$ cat config.mk
export PLATFORM = sky130hd
export DESIGN_NAME = restoring_divider
export DESIGN_NICKNAME = d
export VERILOG_FILES = /design/src/rtl/restoring_divider_pkg.sv /design/src/rtl/restoring_divider_sub_nbit.sv /design/src/rtl/restoring_divider.sv
export SDC_FILE = /design/constraint.sdc
export NUM_CORES = 1
export LEC_CHECK = 0
export ABC_AREA = 1
export ABC_CLOCK_PERIOD_IN_PS = 4300
export BUFFER_PORTS_ARGS = -buffer_cell sky130_fd_sc_hd__buf_2
export CAP_MARGIN = 30
export CORE_ASPECT_RATIO = 1.5
export CORE_UTILIZATION = 60
export DETAILED_ROUTE_END_ITERATION = 6
export GPL_ROUTABILITY_DRIVEN = 1
export HOLD_SLACK_MARGIN = 0.08
export MAX_ROUTING_LAYER = met4
export PLACE_DENSITY = 0.94
export SKIP_CTS_REPAIR_TIMING = 1
export SLEW_MARGIN = 25
export SYNTH_ARGS = -nofsm -noshare
export SYNTH_HDL_FRONTEND = slang
export SYNTH_HIERARCHICAL = 1
export SYNTH_SLANG_ARGS = --single-unit
$ cat constraint.sdc
create_clock -name clk -period 4.3 [get_ports clk]
set_input_delay 0.86 -clock clk [delete_from_list [all_inputs] [get_ports clk]]
set_output_delay 0.86 -clock clk [all_outputs]
set_load 0.02 [all_outputs]
$ cat src/rtl/restoring_divider_pkg.sv
// Shared definitions for the restoring divider: FSM state type and the
// default operand width.
package restoring_divider_pkg;

   localparam int unsigned DEFAULT_WIDTH = 8;

   typedef enum logic [1:0] {
      IDLE = 2'd0,
      RUN  = 2'd1,
      DONE = 2'd2
   } state_t;

endpackage

$ cat src/rtl/restoring_divider_sub_nbit.sv
// Combinational N-bit carry-lookahead subtractor: diff = a + ~b + 1.
// borrow is the inverted carry out of the top bit (set when a < b).
module sub_nbit #(
   parameter int unsigned N = 9
) (
   input  logic [N-1:0] a,
   input  logic [N-1:0] b,
   output logic [N-1:0] diff,
   output logic         borrow
);

   logic [N-1:0] gen;
   logic [N-1:0] prop;
   logic [N:0]   carry;
   logic         acc;
   logic         pchain;

   assign gen  = a & ~b;
   assign prop = a ^ ~b;

   // Each carry is expanded directly from generate/propagate terms and the
   // +1 carry-in, so no carry depends on another carry.
   always_comb begin
      carry    = '0;
      acc      = 1'b0;
      pchain   = 1'b1;
      carry[0] = 1'b1;
      for (int unsigned i = 1; i <= N; i++) begin
         acc    = 1'b0;
         pchain = 1'b1;
         for (int unsigned k = 0; k < i; k++) begin
            acc    = acc | (pchain & gen[i-1-k]);
            pchain = pchain & prop[i-1-k];
         end
         carry[i] = acc | pchain;
      end
   end

   assign diff   = prop ^ carry[N-1:0];
   assign borrow = ~carry[N];

endmodule

$ cat src/rtl/restoring_divider.sv
// Multi-cycle unsigned restoring divider, one quotient bit per clock.
// Optional macro DIVIDER_ZERO_CHECK_EN: a zero divisor finishes in the
// accepting edge and raises div_by_zero; otherwise it runs all WIDTH
// iterations (which naturally yield all-ones / dividend) and div_by_zero
// stays 0.
module restoring_divider
   import restoring_divider_pkg::*;
#(
   parameter int unsigned WIDTH = DEFAULT_WIDTH
) (
   input  logic             clk,
   input  logic             rst,
   input  logic             start,
   input  logic [WIDTH-1:0] dividend,
   input  logic [WIDTH-1:0] divisor,
   output logic             busy,
   output logic             done,
   output logic [WIDTH-1:0] quotient,
   output logic [WIDTH-1:0] remainder,
   output logic             div_by_zero
);

   localparam int unsigned CW = $clog2(WIDTH + 1);

   state_t           state;
   logic [WIDTH-1:0] r_reg;
   logic [WIDTH-1:0] q_reg;
   logic [WIDTH-1:0] d_reg;
   logic [CW-1:0]    count;

   logic [WIDTH:0]   r_shift;
   logic [WIDTH:0]   trial;
   logic             borrow;
   logic [WIDTH-1:0] r_next;
   logic [WIDTH-1:0] q_next;
   logic             unused_trial_msb;

   // {R,Q} shifted left by one; R widened by one bit so the trial
   // subtraction cannot overflow.
   assign r_shift = {r_reg, q_reg[WIDTH-1]};

   sub_nbit #(
      .N(WIDTH + 1)
   ) u_sub (
      .a     (r_shift),
      .b     ({1'b0, d_reg}),
      .diff  (trial),
      .borrow(borrow)
   );

   // A successful trial is always below the divisor, so its top bit is zero.
   assign unused_trial_msb = trial[WIDTH];
   assign r_next = borrow ? r_shift[WIDTH-1:0] : trial[WIDTH-1:0];
   assign q_next = {q_reg[WIDTH-2:0], ~borrow};

   assign busy = (state == RUN);
   assign done = (state == DONE);

`ifdef DIVIDER_ZERO_CHECK_EN
   logic zero_flag;
   assign div_by_zero = zero_flag;
`else
   assign div_by_zero = 1'b0;
`endif

   // Sequencing: accept in IDLE/DONE, iterate in RUN, publish results on DONE entry.
   always_ff @(posedge clk or posedge rst) begin
      if (rst) begin
         state     <= IDLE;
         r_reg     <= '0;
         q_reg     <= '0;
         d_reg     <= '0;
         count     <= '0;
         quotient  <= '0;
         remainder <= '0;
`ifdef DIVIDER_ZERO_CHECK_EN
         zero_flag <= 1'b0;
`endif
      end else begin
         case (state)
            IDLE, DONE: begin
               if (start) begin
                  d_reg <= divisor;
                  r_reg <= '0;
                  q_reg <= dividend;
                  count <= CW'(WIDTH);
                  state <= RUN;
`ifdef DIVIDER_ZERO_CHECK_EN
                  if (divisor == '0) begin
                     state     <= DONE;
                     quotient  <= '1;
                     remainder <= dividend;
                     zero_flag <= 1'b1;
                  end
`endif
               end else begin
                  state <= IDLE;
               end
            end
            RUN: begin
               r_reg <= r_next;
               q_reg <= q_next;
               count <= count - CW'(1);
               if (count == CW'(1)) begin
                  state     <= DONE;
                  quotient  <= q_next;
                  remainder <= r_next;
`ifdef DIVIDER_ZERO_CHECK_EN
                  zero_flag <= 1'b0;
`endif
               end
            end
            default: state <= IDLE;
         endcase
      end
   end

endmodule

==> summary.txt, run 1 <==
Pwr
  – Leak: 0.00156 µW
  – Worst vdd ir: 0.582 mV
  – Cell Pwr Density: 912 mW/mm²

Floorplanning
  – Num ports: 38
  – Die Y: 81.1 µm
  – Die area: 0.00444 mm²
  – Initial Util: 63.2%
  – CORE AREA: 0.00396 mm²
  – Die width: 54.7 µm
  – # rows: 28

Cells and area
  – Syn-to-layout area delta: 11.8%
  – FILL cells: 311
  – Antenna cells: 0
  – Final Core Density: 70.7%
  – Commonest cells after routing, fill and taps aside: nand2_1, dfrtp_1, buf_2
  – Fraction of layout cells with a size suffix above 1: 18.2%
  – Final #Nets: 393
  – Leading cell type in the layout, fill and taps excluded: nand2_1

Timing
  – Fin crit period: 2.37 ns
  – Worst-Margin Slew: 0.639 ns
  – Final setup violating endpoints: 0
  – Relative slew slack: 57.4%
  – Total negative slack: 0 ns
  – Achievable Freq: 0.423 GHz
  – Final worst-path cycle share: 55.0%
  – Slew Limit Fails: 0
  – RSZ-0062 raised after global routing: false
  – Final Hold Viols: 0
  – Clock skew: 0.00459 ns
  – Hold Slack: 0.469 ns

Critical path
  – Setup crit start: state[0]
  – Worst EP required: 3.44 ns
  – Worst-path maximum fanout: 22
  – CP Launch Type: flip-flop
  – WS Path Type: reg2out
  – Crit path DAT: 1.51 ns
  – Critical path capture point type: output pin
  – Worst r2r src: d_reg[6]

Synthesis
  – Synthesized area: 0.00250 mm²
  – Post-Syn Area per Cell: 7.70 µm²
  – Synthesis warning total: 6
  – Post-Syn Instances: 325

Placed design
  – PortBufs: 36
  – RD Place Congestion: 0.921
  – Post-DP HPWL: 3970 µm

Clocking
  – H-tree levels: 2
  – Clk_lat worst skew: 0.30 ns
  – Clock buffer depth: 2
  – Root buf cell: clkbuf_8
  – Reg clk slew, reported paths: 0.09 ns
  – Cts bufs inserted: 5
  – CTS tree: built
  – Sink Count: 46

Global routing
  – Antenna violations before repair: 0
  – Total GRT Usage: 30.0%
  – Number of global-route vias before repair: 2129
  – GRT Residual Overflow: 0
  – Pin count of the biggest net entering global routing: 47
  – First-pass GRT wire length: 9120 µm

Route
  – Routed Antenna Nets: 0
  – DR vias/cell: 5.45
  – Post-Route WL: 5780 µm
  – Vias: 2218
  – DRC viols: 0
  – Detailed-route wire length per cell: 14.2 µm
  – DRT Pass-1 Iters: 4
  – DRT iter0 DRCs: 109

Run
  – Max_cap viols: 0

Worst hold path
  – Min-delay src: quotient[5]
  – Hold crit path type: reg2reg

Status
  – Outcome: finished clean
area by class of cell:
type / count / area [µm²] / share of cell area, %
clock buffer: 5 / 68.8 / 2.46
clock inverter: 3 / 43.8 / 1.56
inverter: 39 / 146 / 5.23
multi-input combinational: 232 / 1140 / 40.9
sequential: 46 / 1150 / 41.1
tap: 45 / 56.3 / 2.01
timing repair buffer: 37 / 188 / 6.71
routing by layer:
layer  global-route usage, %  vias to the layer above  part of all wire, %
li1                        -                     1072                    -
met3                    3.75                       25                  4.0
met1                    31.8                     1041                   37
met5                       -                        -                    0
met2                    50.5                       80                   53
met4                    18.5                        0                  5.2
through the flow:
stage,setup WS (ns),instance area [µm²],std cells,power [µW]
detailed placement,2.12,2690,399,2170
global route,1.79,2800,407,2750
global placement,2.20,2690,399,2100
floorplan,2.35,2510,326,1840
CTS,1.94,2800,407,2530
finish,1.93,2800,407,2550
report_power, final:
part	leakage (µW)	total, µW	internal, µW	switching [µW]
combinational	0.000935	1440	478	965
sequential	0.000571	780	640	140
clock	0.0000585	328	174	154
critical path, stage by stage (launching register included):
cell     delay [ns]
dfrtp_1        0.43
inv_2          0.09
nor2_4         0.42
buf_2          0.26
worst paths after layout:
| check | to | slack, ns | cells past startpoint |
|---|---|---|---|
| max | busy | 1.93 | 3 |
| min | quotient[5] | 0.47 | 2 |
| max reg2reg | r_reg[2] | 2.03 | 13 |
| min reg2reg | quotient[5] | 0.47 | 2 |
| max in group asynchronous | d_reg[2] | 3.23 | 3 |
| min in group asynchronous | remainder[3] | 0.68 | 3 |
No activity file was read; power rests on OpenSTA's default activity.
==> run 2, diff against run 1 <==
--- a/config.mk
+++ b/config.mk
@@ -5,17 +5,17 @@
 export SDC_FILE = /design/constraint.sdc
 export NUM_CORES = 1
 export LEC_CHECK = 0
-export ABC_AREA = 1
-export ABC_CLOCK_PERIOD_IN_PS = 4300
+export ABC_AREA = 0
+export ABC_CLOCK_PERIOD_IN_PS = 1950
 export BUFFER_PORTS_ARGS = -buffer_cell sky130_fd_sc_hd__buf_2
 export CAP_MARGIN = 30
 export CORE_ASPECT_RATIO = 1.5
-export CORE_UTILIZATION = 60
+export CORE_UTILIZATION = 51
 export DETAILED_ROUTE_END_ITERATION = 6
 export GPL_ROUTABILITY_DRIVEN = 1
 export HOLD_SLACK_MARGIN = 0.08
 export MAX_ROUTING_LAYER = met4
-export PLACE_DENSITY = 0.94
+export PLACE_DENSITY = 0.87
 export SKIP_CTS_REPAIR_TIMING = 1
 export SLEW_MARGIN = 25
 export SYNTH_ARGS = -nofsm -noshare
==> constraint.sdc (replaced) <==
create_clock -name clk -period 1.95 [get_ports clk]
set_input_delay 0.39 -clock clk [delete_from_list [all_inputs] [get_ports clk]]
set_output_delay 0.39 -clock clk [all_outputs]
set_load 0.02 [all_outputs]
==> summary.txt, run 2 <==
Global routing
  – First-pass GRT wire length: 8850 µm
  – Pin count of the biggest net entering global routing: 19
  – Met3 Usage GRT: 3.62%
  – GRT Residual Overflow: 0
  – M2 GR Usage: 40.9%
  – GR Layer Usage met1: 27.7%
  – Total GRT Usage: 24.3%
  – Antenna violations before repair: 0
  – Number of global-route vias before repair: 1890
  – Grt peak-use layer: met2

Timing
  – Final worst-path cycle share: 120%
  – Slew Limit Fails: 0
  – Fin crit period: 2.34 ns
  – Final setup violating endpoints: 16
  – Clock skew: 0.00823 ns
  – Setup WS post-layout: -0.393 ns
  – Total negative slack: -4.84 ns
  – Hold Slack: 0.275 ns
  – RSZ-0062 raised after global routing: true
  – Achievable Freq: 0.427 GHz
  – Final Hold Viols: 0

Floorplanning
  – CORE AREA: 0.00450 mm²
  – Die width: 57.8 µm
  – Num ports: 38
  – # rows: 30
  – Die Y: 85.8 µm
  – Initial Util: 52.9%
  – Die area: 0.00496 mm²

Synthesis
  – Post-Syn Area per Cell: 10.9 µm²
  – Synthesized area: 0.00238 mm²
  – Post-Syn Instances: 219
  – Synthesis warning total: 6

Route
  – DRC viols: 3
  – Detailed-route wire length per cell: 16.2 µm
  – DRT iter0 DRCs: 30
  – Vias: 1869
  – DRT Pass-1 Iters: 7
  – Routed Antenna Nets: 0
  – DR vias/cell: 5.61
  – Post-Route WL: 5410 µm

Critical path
  – Crit path DAT: 2.53 ns
  – Worst-case reg-to-reg path depth: 8
  – Delay of the slowest critical-path stage: 0.54 ns
  – WS Path Type: reg2reg
  – CP cell instances: ha_4 -> nand4_1 -> or4b_4 -> nand3_2 -> a21oi_2 -> buf_6 -> mux2_4 -> mux2_4
  – RR Endpoint: remainder[3]
  – Critical path capture point type: flip-flop
  – Slowest cell on crit path: or4b_4
  – Sum of buffers and inverters on the critical path: 1
  – Worst EP required: 2.13 ns
  – Worst r2r src: r_reg[6]
  – R2r setup slk: -0.39 ns
  – CP Launch Type: flip-flop
  – Delay-heaviest family, CP: simple AND/OR/NAND/NOR gates
  – Worst path depth: 8
  – Crit-path most repeated cell: mux2_4
  – Crit path capture: remainder[3]
  – Setup crit start: r_reg[6]
  – Worst-path maximum fanout: 5

Pwr
  – Cell Pwr Density: 2150 mW/mm²
  – Worst vdd ir: 0.974 mV
  – Pwr Total: 6660 µW
  – Leak: 0.00158 µW

Clocking
  – Sink Count: 46
  – H-tree levels: 2
  – Clock buffer depth: 2
  – CTS tree: built
  – Cts bufs inserted: 5
  – Reg clk slew, reported paths: 0.09 ns
  – Clk_lat worst skew: 0.30 ns
  – Root buf cell: clkbuf_8

Cells and area
  – Post-route cell area: 0.00309 mm²
  – Non-Filler Instances: 333
  – Antenna cells: 0
  – Final #Nets: 316
  – Syn-to-layout area delta: 29.6%
  – Commonest cells after routing, fill and taps aside: dfrtp_1, buf_2, nand2_1
  – Fraction of layout cells with a size suffix above 1: 41.4%
  – Leading cell type in the layout, fill and taps excluded: dfrtp_1

Placed design
  – PortBufs: 36
  – Post-DP HPWL: 3960 µm
  – Placed insts: 322
  – RD Place Congestion: 0.888
  – DP Area: 0.00288 mm²

Worst hold path
  – Hold crit path type: in2reg

Status
  – Failing checks: design-rule violations, negative setup slack
  – Outcome: finished, violations left

Run
  – Max_cap viols: 0
-- run 2: where the power goes --
group / leakage (µW) / internal (µW) / switching, µW
clock: 0.0000714 / 547 / 332
combinational: 0.000940 / 2050 / 1960
sequential: 0.000567 / 1410 / 360
-- run 2: worst min-delay path by stage --
| stage | end | start | cells after the start | slack (ns) |
|---|---|---|---|---|
| floorplan | d_reg[1] | d_reg[1] | 2 | 0.45 |
| global placement | d_reg[0] | rst | 2 | 0.37 |
| detailed placement | quotient[2] | rst | 2 | 0.38 |
| CTS | quotient[2] | rst | 2 | 0.05 |
| global route | d_reg[5] | divisor[5] | 3 | 0.29 |
| finish | d_reg[1] | divisor[1] | 3 | 0.28 |
-- run 2: layer usage --
metal	vias up	wire [µm]	part of all wire, %
li1	887	-	-
met1	920	2120	39
met2	47	2920	54
met3	15	156	2.9
met4	0	201	3.7
met5	-	0	0
-- run 2: stage by stage --
step	util (%)	worst slack (ns)
2_1_floorplan	-	-0.280
3_3_place_gp	63.9	-0.328
3_5_place_dp	63.9	-0.375
4_1_cts	67.1	-0.429
5_1_grt	68.6	-0.431
6_report	68.6	-0.393
-- run 2: area by class of cell --
cell class              count  area (µm²)
fillers                   356        1410
multi-input cells         148        1250
flip-flops and latches     46        1150
repair buffers             67         423
clock buffers               6        82.6
clock inverters             2        60.1
inverters                  16        60.1
well taps                  48        60.1
-- run 2: worst min-delay path: cells and delay by family --
kind          cells  cell delay (ns)
simple gates      2             0.09
buf+inv           1             0.07
==> run 3, diff against run 2 <==
--- a/config.mk
+++ b/config.mk
@@ -10,15 +10,16 @@
 export BUFFER_PORTS_ARGS = -buffer_cell sky130_fd_sc_hd__buf_2
 export CAP_MARGIN = 30
 export CORE_ASPECT_RATIO = 1.5
-export CORE_UTILIZATION = 51
+export CORE_UTILIZATION = 50
+export CTS_CLUSTER_SIZE = 16
 export DETAILED_ROUTE_END_ITERATION = 6
 export GPL_ROUTABILITY_DRIVEN = 1
 export HOLD_SLACK_MARGIN = 0.08
 export MAX_ROUTING_LAYER = met4
-export PLACE_DENSITY = 0.87
+export PLACE_DENSITY = 0.86
+export REMOVE_ABC_BUFFERS = 1
 export SKIP_CTS_REPAIR_TIMING = 1
 export SLEW_MARGIN = 25
 export SYNTH_ARGS = -nofsm -noshare
 export SYNTH_HDL_FRONTEND = slang
-export SYNTH_HIERARCHICAL = 1
 export SYNTH_SLANG_ARGS = --single-unit
==> summary.txt, run 3 <==
Timing
  – Worst-Margin Slew: 0.688 ns
  – Slew Limit Fails: 0
  – Relative slew slack: 53.9%
  – Final worst-path cycle share: 98.9%
  – Final setup violating endpoints: 0
  – Clock skew: 0.00367 ns
  – Achievable Freq: 0.519 GHz
  – Final Hold Viols: 0
  – Fin crit period: 1.93 ns
  – Total negative slack: 0 ns

Placed design
  – Post-DP HPWL: 3890 µm
  – PortBufs: 36
  – RD Place Congestion: 0.961

Synthesis
  – Primary FF master, synth: dfrtp_1
  – Cell taking the most area after synthesis: dfrtp_1
  – Synth top area cells: dfrtp_1, nand2_1, ha_1
  – Post-synthesis cell type count: 53
  – Synthesized area: 0.00237 mm²
  – Post-Syn Area per Cell: 9.58 µm²
  – Most common cell in the synthesized netlist: nand2_1
  – Sequential element share of the synthesized area: 48.6%
  – Post-Syn Instances: 247
  – Synthesis warning total: 0
  – EDFF count, synth: 0
  – Yosys reg bits: 46
  – Top cell type's share of synthesized area: 48.6%
  – Commonest cells in the netlist: nand2_1, dfrtp_1, o21ai_0
  – FFs w/ async S/R, synth: 100%

Route
  – DRC viols: 0
  – DR vias/cell: 5.51
  – Detailed-route wire length per cell: 14.9 µm
  – DRT Pass-1 Iters: 4
  – Vias: 2006
  – DRT iter0 DRCs: 75
  – Post-Route WL: 5430 µm
  – Routed Antenna Nets: 0

Floorplanning
  – Die Y: 86.3 µm
  – Die width: 58.2 µm
  – # rows: 30
  – Num ports: 38
  – Die area: 0.00502 mm²
  – CORE AREA: 0.00454 mm²
  – Initial Util: 52.1%

Critical path
  – Worst-path maximum fanout: 7
  – Crit path DAT: 2.11 ns
  – Delay-heaviest family, CP: compound AO/OA/AOI/OAI gates
  – Critical path capture point type: flip-flop
  – Slowest cell on crit path: dfrtp_1
  – Sum of buffers and inverters on the critical path: 1
  – Delay of the slowest critical-path stage: 0.42 ns
  – R2r setup slk: 0.02 ns
  – CP Launch Type: flip-flop
  – WS Path Type: reg2reg
  – CP cell instances: ha_4 -> o211ai_4 -> a211o_1 -> nand2_2 -> buf_4 -> o32a_1 -> o31ai_2
  – Worst EP required: 2.13 ns

Cells and area
  – Syn-to-layout area delta: 25.0%
  – Final #Nets: 329
  – Leading cell type in the layout, fill and taps excluded: nand2_1
  – FILL cells: 374
  – Fraction of layout cells with a size suffix above 1: 34.0%
  – Commonest cells after routing, fill and taps aside: nand2_1, dfrtp_1, buf_2
  – Antenna cells: 0

Clocking
  – Root buf cell: clkbuf_8
  – Clk_lat worst skew: 0.30 ns
  – Reg clk slew, reported paths: 0.08 ns
  – H-tree levels: 2
  – Clock buffer depth: 2
  – CTS tree: built
  – Cts bufs inserted: 5
  – Sink Count: 46

Global routing
  – Number of global-route vias before repair: 2008
  – Pin count of the biggest net entering global routing: 29
  – Antenna violations before repair: 0
  – Total GRT Usage: 23.9%
  – GRT Residual Overflow: 0
  – First-pass GRT wire length: 8840 µm

Worst hold path
  – Hold crit path type: in2async

Run
  – Max_cap viols: 0

Status
  – Outcome: finished clean
run 3: logic make-up (layout without fill, tap and decap cells):
logic type | after synthesis | after routing | share of synthesized area (%)
buffers and inverters | 27 | 80 | 5.39
flip-flops | 46 | 46 | 48.6
AO/OA/AOI/OAI | 60 | 60 | 18.9
adder cells (fa/ha/maj) | 11 | 11 | 5.81
XOR/XNOR | 4 | 4 | 1.48
AND/OR/NAND/NOR | 97 | 97 | 19.0
other | 1 | 1 | 0.158
multiplexers | 1 | 1 | 0.634
run 3: path summary, 6_finish.rpt:
kind                       cells after the start         from           to
setup reg to reg                               7     r_reg[1]     r_reg[5]
hold reg to reg                                2  quotient[6]  quotient[6]
hold / removal                                 2          rst     r_reg[5]
setup / recovery                               7     r_reg[1]     r_reg[5]
max in group asynchronous                      3          rst     r_reg[0]
min in group clk                               3   divisor[5]     d_reg[5]
run 3: area by class of cell:
| class | count | area [µm²] | area share [%] |
|---|---|---|---|
| clock buffer | 6 | 82.6 | 2.79 |
| clock inverter | 2 | 12.5 | 0.423 |
| inverter | 14 | 52.6 | 1.78 |
| multi-input combinational | 174 | 1220 | 41.3 |
| sequential | 46 | 1150 | 38.9 |
| tap | 64 | 80.1 | 2.71 |
| timing repair buffer | 58 | 358 | 12.1 |
run 3: routing by layer:
layer	vias to the layer above	track usage, %	routed length [µm]
met5	-	-	0
met4	0	11.7	136
met3	12	4.03	198
met2	68	39.7	2850
met1	971	27.6	2250
li1	955	-	-
run 3: metrics by stage:
step	hold slack, ns	instance area (µm²)	utilization, %	setup slack, ns	cells
finish	0.103	2960	65.2	0.0217	364
global route	0.137	2960	65.2	-0.0837	364
CTS	0.114	2810	61.9	-0.0618	362
detailed placement	0.439	2720	59.8	-0.0328	354
global placement	0.431	2720	59.8	-0.00150	354
floorplan	0.458	2290	-	-0.357	234
Power of run 3 is not shown: default switching activity piles up to over one toggle a cycle in this logic, so the estimate is an artifact.
